### config.mk
export PLATFORM = sky130hd
export DESIGN_NAME = instruction_decode
export DESIGN_NICKNAME = d
export VERILOG_FILES = /design/src/rtl/instruction_decode_pkg.sv /design/src/rtl/instruction_decode_register_file.sv /design/src/rtl/instruction_decode.sv
export SDC_FILE = /design/constraint.sdc
export NUM_CORES = 2
export LEC_CHECK = 0
export CORE_MARGIN = 1.5
export CORE_UTILIZATION = 49
export CTS_CLUSTER_SIZE = 16
export DETAILED_ROUTE_END_ITERATION = 6
export PLACE_DENSITY = 0.71
export SLEW_MARGIN = 20
export SYNTH_ARGS = -nofsm -noshare
export SYNTH_HDL_FRONTEND = slang
export SYNTH_SLANG_ARGS = --single-unit
### constraint.sdc
create_clock -name clk -period 53 [get_ports clk]
set_clock_uncertainty 0.1 [all_clocks]
set_input_delay 7.95 -clock clk [delete_from_list [all_inputs] [get_ports clk]]
set_output_delay 7.95 -clock clk [all_outputs]
set_load 0.02 [all_outputs]
### src/rtl/instruction_decode_pkg.sv
// Shared widths, the instruction class enum, RV32I opcodes and the ID/EX record.
package instruction_decode_pkg;

  localparam int DATA_WIDTH            = 32;
  localparam int PROGRAM_ADDRESS_WIDTH = 32;
  localparam int NUM_REGS              = 32;

  typedef enum logic [2:0] {
    R_type,
    I_type,
    S_type,
    B_type,
    U_type,
    J_type
  } instruction_op_type;

  localparam logic [6:0] OP_R      = 7'b0110011;
  localparam logic [6:0] OP_IMM    = 7'b0010011;
  localparam logic [6:0] OP_LOAD   = 7'b0000011;
  localparam logic [6:0] OP_JALR   = 7'b1100111;
  localparam logic [6:0] OP_STORE  = 7'b0100011;
  localparam logic [6:0] OP_BRANCH = 7'b1100011;
  localparam logic [6:0] OP_LUI    = 7'b0110111;
  localparam logic [6:0] OP_AUIPC  = 7'b0010111;
  localparam logic [6:0] OP_JAL    = 7'b1101111;

  // All-zero value is the bubble: valid=0, controls=0, optype=R_type.
  typedef struct packed {
    logic                             valid;
    logic [PROGRAM_ADDRESS_WIDTH-1:0] pc;
    instruction_op_type               optype;
    logic [31:0]                      imm;
    logic [DATA_WIDTH-1:0]            rs1_data;
    logic [DATA_WIDTH-1:0]            rs2_data;
    logic [4:0]                       rs1;
    logic [4:0]                       rs2;
    logic [4:0]                       rd;
    logic [2:0]                       funct3;
    logic                             funct7_5;
    logic                             reg_write;
    logic                             mem_read;
    logic                             mem_write;
    logic                             illegal;
  } idex_t;

endpackage

### src/rtl/instruction_decode_register_file.sv
// 32x32 integer register file: two async read ports, one write port, x0 tied to zero.
module register_file
  import instruction_decode_pkg::*;
#(
  parameter int NREGS = NUM_REGS
) (
  input  logic                  clk,
  input  logic                  rst,
  input  logic                  we_i,
  input  logic [4:0]            waddr_i,
  input  logic [DATA_WIDTH-1:0] wdata_i,
  input  logic [4:0]            raddr1_i,
  input  logic [4:0]            raddr2_i,
  output logic [DATA_WIDTH-1:0] rdata1_o,
  output logic [DATA_WIDTH-1:0] rdata2_o
);

  logic [DATA_WIDTH-1:0] regs_q [NREGS];

  always_ff @(posedge clk or posedge rst) begin
    if (rst) begin
      for (int i = 0; i < NREGS; i++) regs_q[i] <= '0;
    end else if (we_i && waddr_i != 5'd0) begin
      regs_q[waddr_i] <= wdata_i;
    end
  end

  // Same-cycle write-back bypasses storage so decode never sees a stale operand.
  always_comb begin
    if (raddr1_i == 5'd0)                  rdata1_o = '0;
    else if (we_i && waddr_i == raddr1_i)  rdata1_o = wdata_i;
    else                                   rdata1_o = regs_q[raddr1_i];
  end

  always_comb begin
    if (raddr2_i == 5'd0)                  rdata2_o = '0;
    else if (we_i && waddr_i == raddr2_i)  rdata2_o = wdata_i;
    else                                   rdata2_o = regs_q[raddr2_i];
  end

endmodule

### src/rtl/instruction_decode.sv
// Decode stage: classifies the instruction, builds the immediate, reads operands,
// detects load-use hazards and registers everything into the ID/EX slot.
module instruction_decode
  import instruction_decode_pkg::*;
(
  input  logic                             clk,
  input  logic                             rst,
  input  logic                             valid_in,
  input  logic [31:0]                      instruction,
  input  logic [PROGRAM_ADDRESS_WIDTH-1:0] pc_in,
  input  logic                             stall,
  input  logic                             flush,
  input  logic                             wb_we,
  input  logic [4:0]                       wb_rd,
  input  logic [DATA_WIDTH-1:0]            wb_data,
  input  logic                             ex_mem_read,
  input  logic [4:0]                       ex_rd,
  output logic                             hazard_stall,
  output logic                             valid_out,
  output logic [PROGRAM_ADDRESS_WIDTH-1:0] pc_out,
  output instruction_op_type               optype,
  output logic [31:0]                      imm,
  output logic [DATA_WIDTH-1:0]            rs1_data,
  output logic [DATA_WIDTH-1:0]            rs2_data,
  output logic [4:0]                       rs1,
  output logic [4:0]                       rs2,
  output logic [4:0]                       rd,
  output logic [2:0]                       funct3,
  output logic                             funct7_5,
  output logic                             reg_write,
  output logic                             mem_read,
  output logic                             mem_write,
  output logic                             illegal
);

  idex_t idex_q, idex_d, dec;
  logic  use_rs1, use_rs2;
  logic [DATA_WIDTH-1:0] rf_rdata1, rf_rdata2;

  register_file u_rf (
    .clk      (clk),
    .rst      (rst),
    .we_i     (wb_we),
    .waddr_i  (wb_rd),
    .wdata_i  (wb_data),
    .raddr1_i (instruction[19:15]),
    .raddr2_i (instruction[24:20]),
    .rdata1_o (rf_rdata1),
    .rdata2_o (rf_rdata2)
  );

  always_comb begin
    dec          = '0;
    use_rs1      = 1'b0;
    use_rs2      = 1'b0;
    dec.valid    = valid_in;
    dec.pc       = pc_in;
    dec.rs1      = instruction[19:15];
    dec.rs2      = instruction[24:20];
    dec.rd       = instruction[11:7];
    dec.funct3   = instruction[14:12];
    dec.funct7_5 = instruction[30];
    dec.rs1_data = rf_rdata1;
    dec.rs2_data = rf_rdata2;
    unique case (instruction[6:0])
      OP_R: begin
        dec.optype    = R_type;
        dec.reg_write = 1'b1;
        use_rs1       = 1'b1;
        use_rs2       = 1'b1;
      end
      OP_IMM, OP_LOAD, OP_JALR: begin
        dec.optype    = I_type;
        dec.imm       = {{20{instruction[31]}}, instruction[31:20]};
        dec.reg_write = 1'b1;
        dec.mem_read  = (instruction[6:0] == OP_LOAD);
        use_rs1       = 1'b1;
      end
      OP_STORE: begin
        dec.optype    = S_type;
        dec.imm       = {{20{instruction[31]}}, instruction[31:25], instruction[11:7]};
        dec.mem_write = 1'b1;
        use_rs1       = 1'b1;
        use_rs2       = 1'b1;
      end
      OP_BRANCH: begin
        dec.optype = B_type;
        dec.imm    = {{19{instruction[31]}}, instruction[31], instruction[7],
                      instruction[30:25], instruction[11:8], 1'b0};
        use_rs1    = 1'b1;
        use_rs2    = 1'b1;
      end
      OP_LUI, OP_AUIPC: begin
        dec.optype    = U_type;
        dec.imm       = {instruction[31:12], 12'b0};
        dec.reg_write = 1'b1;
      end
      OP_JAL: begin
        dec.optype    = J_type;
        dec.imm       = {{11{instruction[31]}}, instruction[31], instruction[19:12],
                         instruction[20], instruction[30:21], 1'b0};
        dec.reg_write = 1'b1;
      end
      default: dec.illegal = 1'b1;
    endcase
  end

  assign hazard_stall = valid_in && ex_mem_read && (ex_rd != 5'd0) &&
                        ((use_rs1 && ex_rd == dec.rs1) || (use_rs2 && ex_rd == dec.rs2));

  // Flush beats stall beats hazard; a flush or a hazard leaves a zeroed bubble.
  always_comb begin
    idex_d = idex_q;
    if (flush) begin
      idex_d = '0;
    end else if (stall) begin
      idex_d = idex_q;
    end else if (hazard_stall) begin
      idex_d = '0;
    end else begin
      idex_d = dec;
      if (!valid_in) begin
        idex_d.reg_write = 1'b0;
        idex_d.mem_read  = 1'b0;
        idex_d.mem_write = 1'b0;
        idex_d.illegal   = 1'b0;
      end
    end
  end

  always_ff @(posedge clk or posedge rst) begin
    if (rst) idex_q <= '0;
    else     idex_q <= idex_d;
  end

  assign valid_out = idex_q.valid;
  assign pc_out    = idex_q.pc;
  assign optype    = idex_q.optype;
  assign imm       = idex_q.imm;
  assign rs1_data  = idex_q.rs1_data;
  assign rs2_data  = idex_q.rs2_data;
  assign rs1       = idex_q.rs1;
  assign rs2       = idex_q.rs2;
  assign rd        = idex_q.rd;
  assign funct3    = idex_q.funct3;
  assign funct7_5  = idex_q.funct7_5;
  assign reg_write = idex_q.reg_write;
  assign mem_read  = idex_q.mem_read;
  assign mem_write = idex_q.mem_write;
  assign illegal   = idex_q.illegal;

endmodule
== Yosys cells after proc, flatten, opt, wreduce, memory -nomap -nowiden ==
Index checks and enable logic that the tools add are counted.

* Register bits: 1,179
* Bits of input ports: 113
* Output and inout bits: 156
* Logic and storage cells: 113

* Order comparisons: 4
* Equal/unequal tests: 14
* Mux-type cells: 25
* Bitwise logic cells: 3
* Reductions and logical operators: 20

{| class="wikitable"
|+ Operators by type and width
! cell !! number
|-
| $bwmux 1024 || 1
|-
| $mux 155 || 3
|-
| $bmux 32 s5 || 2
|-
| $mux 32 || 9
|-
| $demux 32 s5 || 1
|-
| $pmux 32 s5 || 1
|-
| $eq 7x6->1 const B || 3
|-
| $eq 7x7->1 const B || 3
|-
| $eq 5x5->1 || 4
|-
| $ge 6x6->1 const B || 3
|-
| $not 5->6 || 3
|-
| $pmux 3 s5 || 1
|-
| $eq 7x5->1 const B || 2
|-
| $logic_not 5->1 || 2
|-
| $reduce_bool 5->1 || 2
|-
| $logic_and 1x1->1 || 9
|-
| $reduce_or 9->1 || 1
|-
| $eq 7x2->1 const B || 1
|-
| $reduce_or 7->1 || 1
|-
| $lt 6x1->1 const B || 1
|-
| $mux 1 || 6
|-
| $reduce_or 3->1 || 2
|-
| $reduce_or 6->1 || 1
|-
| $mux 4 || 1
|-
| other kinds (3) || 3
|}

== Longest topological paths before layout ==
* Depth after elaboration: 9
* Mapped depth: 10

== Modules after synthesis ==
From an unflattened synthesis, not the netlist that was laid out.

* Cells, all modules: 4,557
* Area, all modules: 62,616.3 sq um

{| class="wikitable"
|+ Modules (own cells, without submodules)
! module !! times used !! cells an instance !! area an instance (sq um) !! seq. area each (sq um)
|-
| register_file || 1 || 3,802 || 54,856.4 || 25,624.6
|-
| instruction_decode || 1 || 755 || 7,759.9 || 3,878.7
|}

== Least setup slack after synthesis ==
Ideal clock, no wire load.

* Kind: input -> output
* Start: in instruction[24]
* End: out hazard_stall
* Arrival time: 9.436 ns
* Data required time: 44.950 ns
* Slack: 35.514 ns
* Cell stages on the path: 7
* Path buffers: 3
* Path through: clkbuf_1 > xnor2_1 > nand4_1 > or3_1 > a211oi_2 > buf_4 > buf_4

* Longest elaborated chain between the ends: 4

{| class="wikitable"
|+ Ends and longest elaborated chain
! what !! RTL line !! source
|-
| start, declared || instruction_decode.sv:9 || <nowiki>input logic [31:0] instruction,</nowiki>
|-
| $eq 5x5->1 || instruction_decode.sv:109 || <nowiki>((use_rs1 && ex_rd == dec.rs1) || (use_rs2 && ex_rd == dec.rs2));</nowiki>
|-
| $logic_and 1x1->1 || instruction_decode.sv:109 ||
|-
| $logic_or 1x1->1 || instruction_decode.sv:109 ||
|-
| $logic_and 1x1->1 || instruction_decode.sv:108 || <nowiki>assign hazard_stall = valid_in && ex_mem_read && (ex_rd != 5'd0) &&</nowiki>
|-
| end, declared || instruction_decode.sv:18 || <nowiki>output logic hazard_stall,</nowiki>
|}

No other way between the ends.

== Final worst setup path ==
* Start: in instruction[23]
* End: out hazard_stall

The elaborated chain is that of the path after synthesis.

==> flow_summary.toml <==
[logic_synthesis]
synth_edf_count = 0
ys.warnings.count = 0
ys_seq_area_share_pct = 49.2
async_flop_share_pct = 100
syn_avg_cell_area_sq_um = 14.5
synth_area_sq_um = 59900
syn_nets = 4246
synth_seq_cells = 1179
ys.flop_type = "dfrtp_1"
synth.distinct_cells = 47
synth_cells = 4133

[routing]
via_per_inst = 7.02
drtAntennaViolNets = 0
via_count = 41300
wl_per_cell_um = 34.4
drt_iter0_markers = 5153
remaining_drc_errors = 0
wl_mm = 203
dr.pass1.iters = 5

[global_route]
antenna_found_initial = 20
grt-ovfl-total = 0
grt_pass1_wl_mm = 296
grt_max_degree = 109
grt_use_total_pct = 32.4
grt_pass1_vias = 41400

[place]
portBuffers = 268
gp_congestion = 0.876
post-place-ws_ps = 34250
dp_hpwl_mm = 112
postPlaceCellArea_sq_um = 63800

[clocking]
cts-resized-gates = 0
cts_setup_buffers = 0
tritoncts = "yes"
htree_levels = 3
cts_root_buf = "clkbuf_16"
cts_made_buffers = 118
cts_hold_buffers = 0
insertion_delay_ps = 730
path_clk_slew_ps = 60
clockBufferDepth = 3
cts.sink_count = 1179

[setup_path]
cpMaxStageDelayCell = "clkdlybuf4s50_1"
crit_chain = "clkdlybuf4s50_1, buf_4, xnor2_1, nand4_1, or3_1, a211oi_4, buf_4, clkdlybuf4s50_1"
setup.worst_path.end_class = "output pin"
arrival_ps = 10750
required_ps = 44950
cp-start-kind = "primary input"
critPathKind = "primary input to output pin"
slowest_delay_ps = 690
critPathMaxFanout = 14
crit_buf_inv = 4
crit_family = "buffers and inverters"

[timing]
fin_crit_sh_pct = 35.5
hold_violations = 0
fmax_ghz = 0.0532
layout_setup_ws_ps = 34200
setup_tns_ps = 0
grt_setup_unrepaired = "no"
max-slew-margin-rel_pct = 16.5
min_period_ps = 18800
fin_hold_ws_ps = 297
worstMarginPinSlew_ps = 1250
finalSetupViolCount = 0
final_max_slew_viol_count = 0

[flow_run]
maxCapViolations = 0

[cells_and_area]
final_area_sq_um = 67800
drive_above_1_share_pct = 41.5
syn2layout_area_growth_pct = 13.1
nNetsFinal = 4266

[die]
start_util_pct = 49.3
die_w_um = 353
core_area_sq_um = 122000
rows = 128
num_io_pins = 269
die_y_um = 353
dieArea_sq_um = 124000

[min_path]
hp-class = "flop to flop"

[power]
p_leak_uw = 0.0291
pwr_density_cell_nw_per_um2 = 37.1
vdd_drop_max_v = 0.0000322
p_total_uw = 2510

[run_status]
outcome = "finished clean"
## power breakdown
group	switching, uW	internal, uW
sequential	116	1060
clock	366	507
combinational	197	272
## area by class of cell
cell class	count	area, sq um
antenna	8	20.0
clock inverter	39	450
sequential	1179	29500
multi-input combinational	2475	28700
clock buffer	179	3580
fill	9690	53800
tap	1625	2030
inverter	1	11.3
timing repair buffer	378	3460
## per-layer routing
metal  global-route usage, %  wire length, um  vias up
met3                    7.84            20600      587
met2                    48.8            91800     2522
met4                    14.4             9980        8
met5                       0               49        -
li1                        -                -    16200
met1                    44.8            80100    22000
## cell families (layout without fill, tap and decap cells)
| family | count (synthesis) | in the layout | share of synthesized area [%] |
|---|---|---|---|
| multiplexers | 1634 | 1634 | 37.4 |
| XOR/XNOR | 20 | 20 | 0.292 |
| flip-flops | 1179 | 1179 | 49.2 |
| AND/OR/NAND/NOR | 211 | 211 | 1.88 |
| buffers and inverters | 479 | 597 | 3.32 |
| AO/OA/AOI/OAI | 610 | 610 | 7.90 |
| other | 0 | 8 | 0 |
## state kept, by name, summed over array words and instances (netlist names), 3 cells and up
name,flops
funct3,3
imm,32
optype,3
pc_out,32
rd,5
rs1,5
rs1_data,32
rs2,5
rs2_data,32
u_rf.regs_q,1024
## cells in the mapped netlist (63+ instances only)
cell,instances,area [sq um]
a21oi_1,67,335
a221o_1,64,641
a22o_1,143,1250
a22oi_1,73,548
buf_2,99,495
clkbuf_1,301,1130
dfrtp_1,1179,29500
mux2_2,994,11200
mux2i_1,255,2550
mux4_2,385,8670
o221ai_1,63,552
o22ai_1,64,400
## cells in the final DEF (no fill, tap or decap), types with 36 or more instances in the layout
| cell type | n |
|---|---|
| a21oi_1 | 67 |
| a211oi_1 | 54 |
| a22oi_1 | 73 |
| a22o_1 | 143 |
| clkbuf_16 | 122 |
| dfrtp_1 | 1179 |
| buf_4 | 110 |
| mux2i_1 | 255 |
| mux4_2 | 385 |
| clkdlybuf4s50_1 | 240 |
| a221o_1 | 64 |
| o221ai_1 | 63 |
| o22ai_1 | 64 |
| mux2_2 | 994 |
| a2111oi_0 | 36 |
## path summary, 6_finish.rpt
path                                               start                            end  slack [ps]  cells past startpoint
min in group asynchronous                            rst       rs1_data[16]$_DFFE_PP0P_        7620                      2
max in group asynchronous                            rst   u_rf.regs_q[188]$_DFFE_PP0P_       41030                      6
max reg2reg                 u_rf.regs_q[592]$_DFFE_PP0P_       rs1_data[16]$_DFFE_PP0P_       50370                      5
min                        u_rf.regs_q[1017]$_DFFE_PP0P_  u_rf.regs_q[1017]$_DFFE_PP0P_         300                      0
max                                      instruction[23]                   hazard_stall       34200                      8
min reg2reg                u_rf.regs_q[1017]$_DFFE_PP0P_  u_rf.regs_q[1017]$_DFFE_PP0P_         300                      0
## per-stage QoR
step | instances | util, %
floorplan | 4133 | -
global placement | 5656 | 52.5
detailed placement | 5656 | 52.5
CTS | 5874 | 55.8
global route | 5881 | 55.7
finish | 5884 | 55.8
Note: power is estimated with default switching activity, not from simulation.
